**src/rtl/reg_file_cc_pkg.sv**
```systemverilog
// ============================================================================
//  Module   : lc3_pkg
//  Purpose  : Shared LC-3 datapath types, NZP encodings and branch helper.
//  Revision : 1.0  initial release
// ============================================================================
`default_nettype none

package lc3_pkg;

  typedef logic [2:0]  reg_idx_t;
  typedef logic [15:0] word_t;
  typedef logic [2:0]  nzp_t;

  localparam nzp_t NZP_N = 3'b100;
  localparam nzp_t NZP_Z = 3'b010;
  localparam nzp_t NZP_P = 3'b001;

  // Branch is taken when any requested condition matches the current code.
  function automatic logic br_eval(input nzp_t mask, input nzp_t cc);
    return |(mask & cc);
  endfunction

endpackage

`default_nettype wire

```
**src/rtl/reg_file_cc_if.sv**
```systemverilog
// ============================================================================
//  Module   : reg_file_cc_if
//  Purpose  : Operand/write-back/condition-code bundle between control,
//             datapath bus and the register file.
//  Revision : 1.0  initial release
// ============================================================================
`default_nettype none

interface reg_file_cc_if;
  import lc3_pkg::*;

  reg_idx_t sr1;
  reg_idx_t sr2;
  reg_idx_t dr;
  logic     ld_reg;
  logic     ld_cc;
  word_t    bus_in;
  nzp_t     br_nzp;
  word_t    ra;
  word_t    rb;
  nzp_t     nzp;
  logic     br_taken;

  modport master (
    output sr1, sr2, dr, ld_reg, ld_cc, bus_in, br_nzp,
    input  ra, rb, nzp, br_taken
  );

  modport slave (
    input  sr1, sr2, dr, ld_reg, ld_cc, bus_in, br_nzp,
    output ra, rb, nzp, br_taken
  );

endinterface

`default_nettype wire

```
**src/rtl/reg_file_cc_nzp_gen.sv**
```systemverilog
// ============================================================================
//  Module   : nzp_gen
//  Purpose  : Classifies a datapath word into a one-hot {N,Z,P} code.
//  Revision : 1.0  initial release
// ============================================================================
`default_nettype none

module nzp_gen
  import lc3_pkg::*;
(
  input  word_t data,
  output nzp_t  nzp
);

  always_comb begin
    nzp = NZP_P;
    if (data[15]) begin
      nzp = NZP_N;
    end else if (data == '0) begin
      nzp = NZP_Z;
    end
  end

endmodule

`default_nettype wire

```
**src/rtl/reg_file_cc.sv**
```systemverilog
// ============================================================================
//  Module   : reg_file_cc
//  Purpose  : LC-3 eight-entry register file with NZP condition codes and
//             branch evaluation. Define RF_BYPASS_EN for write-through reads.
//  Revision : 1.0  initial release
// ============================================================================
`default_nettype none

module reg_file_cc
  import lc3_pkg::*;
#(
  parameter int         DATA_W   = 16,
  parameter int         NUM_REGS = 8,
  parameter logic [2:0] CC_RST   = 3'b010
) (
  input  wire logic    clk,
  input  wire logic    rst_n,
  reg_file_cc_if.slave rf
);

  localparam int IDX_W = $clog2(NUM_REGS);

  logic [DATA_W-1:0] r_regs [NUM_REGS];
  nzp_t              r_nzp;

  logic [IDX_W-1:0]  w_sr1_idx;
  logic [IDX_W-1:0]  w_sr2_idx;
  logic [IDX_W-1:0]  w_dr_idx;
  logic [DATA_W-1:0] w_ra_arr;
  logic [DATA_W-1:0] w_rb_arr;
  nzp_t              w_bus_nzp;

  assign w_sr1_idx = rf.sr1;
  assign w_sr2_idx = rf.sr2;
  assign w_dr_idx  = rf.dr;

  nzp_gen u_nzp_gen (
    .data (rf.bus_in),
    .nzp  (w_bus_nzp)
  );

  // Reset wins over any load request in the same cycle.
  always_ff @(posedge clk) begin
    if (!rst_n) begin
      for (int i = 0; i < NUM_REGS; i++) begin
        r_regs[i] <= '0;
      end
    end else if (rf.ld_reg) begin
      r_regs[w_dr_idx] <= rf.bus_in;
    end
  end

  always_ff @(posedge clk) begin
    if (!rst_n) begin
      r_nzp <= CC_RST;
    end else if (rf.ld_cc) begin
      r_nzp <= w_bus_nzp;
    end
  end

  assign w_ra_arr = r_regs[w_sr1_idx];
  assign w_rb_arr = r_regs[w_sr2_idx];

`ifdef RF_BYPASS_EN
  logic w_fwd_a;
  logic w_fwd_b;

  // Forward only writes that will actually land this edge.
  assign w_fwd_a = rst_n & rf.ld_reg & (w_sr1_idx == w_dr_idx);
  assign w_fwd_b = rst_n & rf.ld_reg & (w_sr2_idx == w_dr_idx);

  assign rf.ra = w_fwd_a ? rf.bus_in : w_ra_arr;
  assign rf.rb = w_fwd_b ? rf.bus_in : w_rb_arr;
`else
  assign rf.ra = w_ra_arr;
  assign rf.rb = w_rb_arr;
`endif

  assign rf.nzp      = r_nzp;
  assign rf.br_taken = br_eval(rf.br_nzp, r_nzp);

endmodule

`default_nettype wire

```
**src/flat_wrapper.sv**
```systemverilog
// flat-port wrapper written by rule: the top's interface ports become plain ports
module reg_file_cc_flat import lc3_pkg::*;
#(
  parameter int         DATA_W   = 16,
  parameter int         NUM_REGS = 8,
  parameter logic [2:0] CC_RST   = 3'b010
)
  (clk, rst_n, rf_sr1, rf_sr2, rf_dr, rf_ld_reg, rf_ld_cc, rf_bus_in, rf_br_nzp, rf_ra, rf_rb, rf_nzp, rf_br_taken);
  reg_file_cc_if rf_i ();
  input  wire logic clk;
  input  wire logic rst_n;
  input wire logic [$bits(rf_i.sr1)-1:0] rf_sr1;
  input wire logic [$bits(rf_i.sr2)-1:0] rf_sr2;
  input wire logic [$bits(rf_i.dr)-1:0] rf_dr;
  input wire logic [$bits(rf_i.ld_reg)-1:0] rf_ld_reg;
  input wire logic [$bits(rf_i.ld_cc)-1:0] rf_ld_cc;
  input wire logic [$bits(rf_i.bus_in)-1:0] rf_bus_in;
  input wire logic [$bits(rf_i.br_nzp)-1:0] rf_br_nzp;
  output wire logic [$bits(rf_i.ra)-1:0] rf_ra;
  output wire logic [$bits(rf_i.rb)-1:0] rf_rb;
  output wire logic [$bits(rf_i.nzp)-1:0] rf_nzp;
  output wire logic [$bits(rf_i.br_taken)-1:0] rf_br_taken;
  assign rf_i.sr1 = rf_sr1;
  assign rf_i.sr2 = rf_sr2;
  assign rf_i.dr = rf_dr;
  assign rf_i.ld_reg = rf_ld_reg;
  assign rf_i.ld_cc = rf_ld_cc;
  assign rf_i.bus_in = rf_bus_in;
  assign rf_i.br_nzp = rf_br_nzp;
  assign rf_ra = rf_i.ra;
  assign rf_rb = rf_i.rb;
  assign rf_nzp = rf_i.nzp;
  assign rf_br_taken = rf_i.br_taken;
  reg_file_cc #(.DATA_W(DATA_W), .NUM_REGS(NUM_REGS), .CC_RST(CC_RST)) u_core (.clk(clk), .rst_n(rst_n), .rf(rf_i));
endmodule
```
**config.mk**
```make
export PLATFORM = sky130hd
export DESIGN_NAME = reg_file_cc_flat
export DESIGN_NICKNAME = d
export VERILOG_FILES = /design/src/rtl/reg_file_cc_pkg.sv /design/src/rtl/reg_file_cc_if.sv /design/src/rtl/reg_file_cc_nzp_gen.sv /design/src/rtl/reg_file_cc.sv /design/src/flat_wrapper.sv
export SDC_FILE = /design/constraint.sdc
export NUM_CORES = 1
export LEC_CHECK = 0
export ABC_AREA = 1
export ABC_CLOCK_PERIOD_IN_PS = 4000
export CORE_MARGIN = 4
export CORE_UTILIZATION = 40
export DETAILED_ROUTE_END_ITERATION = 12
export DONT_BUFFER_PORTS = 1
export PLACE_DENSITY = 0.62
export SYNTH_ARGS = -nofsm -noshare
export SYNTH_HDL_FRONTEND = slang
export SYNTH_SLANG_ARGS = --single-unit
```
**constraint.sdc**
```tcl
create_clock -name clk -period 4 [get_ports clk]
set_input_delay 1 -clock clk [delete_from_list [all_inputs] [get_ports clk]]
set_output_delay 1 -clock clk [all_outputs]
set_load 0.01 [all_outputs]
```
==> results_dict.tcl, run 1 <==
set metrics [dict create \
    worst_pin_slew_ns 0.836 \
    placementRows 48 \
    crit_chain "inv_1 -> nand3_1 -> and2_1" \
    ys_top_cells_by_count "nor2_1, edfxtp_1, inv_1, nand2_1" \
    viasPerCell 5.54 \
    max_stage_delay_ns 0.54 \
    post_drt_wl_per_cell_um 19.7 \
    async_flop_share 0 \
    fp.dieW_um 142 \
    route.detailed.drc 0 \
    antenna_found_initial 0 \
    io_buffers 0 \
    power.density_nw_per_um2 449 \
    gp_congestion 0.796 \
    root_buffer "clkbuf_16" \
    synth_ff_type "edfxtp_1" \
    diodes 0 \
    reg2reg_slack_ns 3.32 \
    postRouteAntennaNets 0 \
    dp_hpwl_um 12400 \
    critPathMaxFanout 17 \
    grt_max_degree 129 \
    cpMaxStageDelayCell "inv_1" \
    syn_area_um2 7170 \
    synth_edf_count 128 \
    drt-total-wl_um 19900 \
    cp_data_arrival_time_ns 1.94 \
    outcome "completed" \
    area_growth_pct 8.06 \
    fin_nets 804 \
    core_area_um2 17400 \
    fin_skew_ns 0 \
    fill_cells 1696 \
    crit_path_end_kind "primary output" \
    synth.avg_cell_area_um2 8.88 \
    required_ns 3.00 \
    drtIter0Drc 683 \
    grt_pass1_wl_um 30700 \
    dp.cells 978 \
    ys_ff_latch 131 \
    synth_area_leaders "edfxtp_1, nor2_1, o211ai_1, a21oi_1, inv_1" \
    tns_ns 0 \
    vdd_drop_max_v 0.000357 \
    cts_max_level 4 \
    rsz0062_at_grt "no" \
    grt-ovfl-total 0 \
    syn_nets 839 \
    stdcell_count 1010 \
    maxSlewHeadroom 0.441 \
    syn_inst 807 \
    final.min_clock_period_ns 2.94 \
    grt.total_usage 0.203 \
    max_freq_ghz 0.340 \
    die_y_um 142 \
    yosys_warnings 0 \
    cpLargestDelayFamily "buffers and inverters" \
    cts_inserted_buffers 17 \
    synth_cell_types 18 \
    die-area_um2 20100 \
    first_global_vias 5323 \
    p_leak_nw 2.97 \
    cts_hold_buf 0 \
    maxCapViolCount 0 \
    clkTransAtPathRegs_ns 0.05 \
    hold_class "flop to flop" \
    finalHoldViolCount 0 \
    cts_sinks 131 \
    drv_slew 0 \
    synth.largest_area_cell "edfxtp_1" \
    cp-start-kind "input pin" \
    initial_core_util 0.412 \
    crit_type "input pin to primary output" \
    synth.most_common_cell "nor2_1" \
    tritoncts "built" \
    cp_num_buf_inv 1 \
    drtPass1Iterations 5 \
    setup_violations 0 \
    io_pins 68 \
    cts_resized 0 \
    drive_above_1_share 0.0599 \
    clkLatencyLatePin_ns 0.42 \
    ys_seq_area_frac 0.545 \
    fin_crit_sh 0.736 \
    synth.top_cell.area_share 0.536 \
    cts_buffer_depth 2 \
    dr_total_vias 5595 \
    cts_setup_buffers 0 \
]
## state kept, by name, summed over array words and instances (netlist names)
register and flops:
u_core.r_regs 128, u_core.rf.nzp 3
## cells in the final DEF, fill, tap and decap left out
cell and count:
a21oi_1 66, and2_1 32, buf_4 3, bufinv_16 3, clkbuf_1 1, clkbuf_16 17, clkinv_1 5, clkinv_2 4
clkinvlp_4 2, dfxtp_1 3, edfxtp_1 128, inv_1 88, nand2_1 85, nand2_2 8, nand3_1 66, nor2_1 143
nor2_4 2, o211ai_1 56, o211ai_2 8, o21ai_0 63, o21ai_1 2
## worst paths after layout
check	start	endpoint	cells past startpoint
min reg2reg	u_core.rf.nzp[0]	u_core.rf.nzp[0]	2
min	u_core.rf.nzp[0]	u_core.rf.nzp[0]	2
max	rf_sr2[2]	rf_rb[15]	3
max reg2reg	u_core.rf.nzp[2]	u_core.rf.nzp[2]	2
## metal layers
metal | GRT usage | vias up | routed length, um
li1 | - | 2682 | -
met1 | 0.276 | 2649 | 8660
met2 | 0.327 | 245 | 9450
met3 | 0.0499 | 19 | 1570
met4 | 0.0551 | 0 | 260
met5 | 0 | - | 0
## layout make-up
class / instances / area [um^2] / area share
sequential: 131 / 3900 / 0.504
multi-input combinational: 531 / 2640 / 0.340
clock buffer: 18 / 429 / 0.0554
inverter: 88 / 330 / 0.0426
tap: 225 / 282 / 0.0363
clock inverter: 14 / 144 / 0.0186
timing repair buffer: 3 / 22.5 / 0.00291
## where the power goes
part	switching [mW]	internal (mW)	total (mW)
combinational	0.215	0.103	0.318
clock	0.567	0.961	1.53
sequential	0.0334	1.59	1.63
## kinds of logic (layout without fill, tap and decap cells)
family	count (synthesis)	after routing	share of synthesized area
flops	131	131	0.545
buf+inv	145	123	0.0878
compound gates	195	195	0.164
simple gates	336	336	0.204
## worst register-to-register path: stages (launching register included)
cell     delay, ns
dfxtp_1       0.35
o21ai_0       0.17
nor2_1        0.06
## metrics by stage
stage	util	area, um^2	power, mW	hold slack (ns)	setup slack, ns
floorplan	-	7170	1.94	0.497	1.24
global placement	0.412	7170	1.97	0.523	1.11
detailed placement	0.412	7170	1.97	0.522	1.08
CTS	0.445	7750	3.49	0.536	1.08
global route	0.445	7750	3.60	0.585	0.968
finish	0.445	7750	3.47	0.533	1.06
(Power assumes the default switching activity.)
==> run 2, diff against run 1 <==
--- a/config.mk
+++ b/config.mk
@@ -6,7 +6,7 @@
 export NUM_CORES = 1
 export LEC_CHECK = 0
 export ABC_AREA = 1
-export ABC_CLOCK_PERIOD_IN_PS = 4000
+export ABC_CLOCK_PERIOD_IN_PS = 2810
 export CORE_MARGIN = 4
 export CORE_UTILIZATION = 40
 export DETAILED_ROUTE_END_ITERATION = 12
==> constraint.sdc (replaced) <==
create_clock -name clk -period 2.81 [get_ports clk]
set_input_delay 0.7025 -clock clk [delete_from_list [all_inputs] [get_ports clk]]
set_output_delay 0.7025 -clock clk [all_outputs]
set_load 0.01 [all_outputs]
==> run 2 against run 1 <==
Clock-buffer cell count up 1. Register-to-register slack got worse by 1.2 ns. Worst setup slack lost 0.41 ns. Largest cell class unchanged. Cell count increased by 1.1%. Largest power group unchanged. Routed wire length grew 1.3%. Sequential share of layout area is 0.15 points lower. First-iteration DRC count fell by 22%.
==> results_dict.tcl, run 2 (synthesis results as in run 1) <==
set metrics [dict create \
    tns_ns 0 \
    cpLargestDelayFamily "buffers and inverters" \
    crit_start "rf_sr2[2]" \
    crit_chain "inv_1 -> buf_4 -> nand3_1 -> and2_1" \
    drtPass1Iterations 5 \
    viasPerCell 5.55 \
    maxSlewHeadroom 0.724 \
    crit_path_end_kind "primary output" \
    cp_num_buf_inv 2 \
    cpMaxStageDelayCell "buf_4" \
    setup_ws_ns 0.649 \
    r2r-start "u_core.rf.nzp[0]" \
    p_sw_mw 1.13 \
    regMostFlops "u_core.r_regs" \
    pwr-share-seq 0.499 \
    fin_crit_sh 0.769 \
    p_clk_frac 0.400 \
    postRouteAntennaNets 0 \
    finalHoldViolCount 0 \
    hp-start "rst_n" \
    drv_slew 0 \
    outcome "completed" \
    maxCapViolCount 0 \
    gp_congestion 0.789 \
    setup_violations 0 \
    cts_resized 0 \
    die-area_um2 20100 \
    clkTransAtPathRegs_ns 0.05 \
    dp_slack_ns 0.661 \
    drt-total-wl_um 20200 \
    cp-start-kind "input pin" \
    vdd_drop_max_v 0.000379 \
    route.detailed.drc 0 \
    cts_inserted_buffers 17 \
    rsz0062_at_grt "no" \
    io_buffers 0 \
    cts_setup_buffers 0 \
    dp_hpwl_um 13000 \
    crit_type "input pin to primary output" \
    root_buffer "clkbuf_16" \
    power.density_nw_per_um2 598 \
    max_stage_delay_ns 0.27 \
    p_int_mw 3.51 \
    final.min_clock_period_ns 2.16 \
    dp.cells 992 \
    area_growth_pct 8.40 \
    grt_pass1_wl_um 31400 \
    critPathMaxFanout 17 \
    max_freq_ghz 0.463 \
    most-common-layout-cells "nor2_1, edfxtp_1, inv_1, nand2_1" \
    grt.total_usage 0.207 \
    diodes 0 \
    fin_skew_ns 0 \
    cts_sinks 131 \
    fin_nets 818 \
    power_frac_comb 0.102 \
    dpl_cell_area_um2 7290 \
    io_pins 68 \
    cts_buffer_depth 2 \
    finalHoldWorstSlack_ns 0.413 \
    grt_max_degree 129 \
    die_y_um 142 \
    final_area_um2 7770 \
    cp_data_arrival_time_ns 1.46 \
    final_common_cell "nor2_1" \
    cts_max_level 4 \
    post_drt_wl_per_cell_um 19.8 \
    grt-ovfl-total 0 \
    initial_core_util 0.412 \
    p_leak_nw 3.00 \
    required_ns 2.11 \
    dr_total_vias 5663 \
    hold_class "input pin to flop" \
    cts_hold_buf 0 \
    drive_above_1_share 0.0716 \
    stdcell_count 1021 \
    switching_share 0.244 \
    clkLatencyLatePin_ns 0.42 \
    tritoncts "built" \
    fill_cells 1717 \
    drtIter0Drc 533 \
    placementRows 48 \
    core_area_um2 17400 \
    largest_reg_flops 128 \
    worst_pin_slew_ns 0.413 \
    antenna_found_initial 1 \
    first_global_vias 5621 \
    fp.dieW_um 142 \
]
## run 2: changes by cell type in the layout (fill, tap and decap cells not counted), sizes merged
cell / before / now
buf: 3 / 17
bufinv: 3 / 0
clkbuf: 18 / 19
clkinvlp: 2 / 1
## run 2: final cells by class
cell class / count / area, um^2 / share of cell area
Inverter: 88 / 330 / 0.0425
Sequential cell: 131 / 3900 / 0.502
Clock buffer: 19 / 433 / 0.0557
Clock inverter: 10 / 46.3 / 0.00596
Tap cell: 225 / 282 / 0.0362
Timing Repair Buffer: 17 / 140 / 0.0180
Multi-Input combinational cell: 531 / 2640 / 0.339
## run 2: power groups by stage
stage	Sequential [mW]	Combinational, mW	Clock, mW
after detailed placement	2.36	0.475	0
after floorplan	2.34	0.421	0
final	2.32	0.472	1.86
after global routing	2.33	0.532	1.97
after global placement	2.35	0.469	0
after CTS	2.32	0.477	1.88
## run 2: per-stage QoR
step,total power [mW],utilization
floorplan,2.76,-
global placement,2.82,0.419
detailed placement,2.83,0.419
CTS,4.67,0.446
global route,4.83,0.446
finish,4.65,0.446
## run 2: path summary, 6_finish.rpt
| path | to | slack, ns | cells past startpoint |
|---|---|---|---|
| worst max-delay path | rf_rb[7] | 0.65 | 4 |
| worst min-delay path | u_core.rf.nzp[2] | 0.41 | 2 |
| worst max register to register | u_core.rf.nzp[0] | 2.13 | 2 |
| worst min register to register | u_core.rf.nzp[0] | 0.54 | 2 |
## run 2: per-layer routing
metal | vias to the layer above | global-route usage | wire length, um
met5 | - | 0 | 11
met4 | 2 | 0.0859 | 654
met3 | 46 | 0.0559 | 1540
met2 | 236 | 0.331 | 9370
met1 | 2666 | 0.266 | 8610
li1 | 2713 | - | -
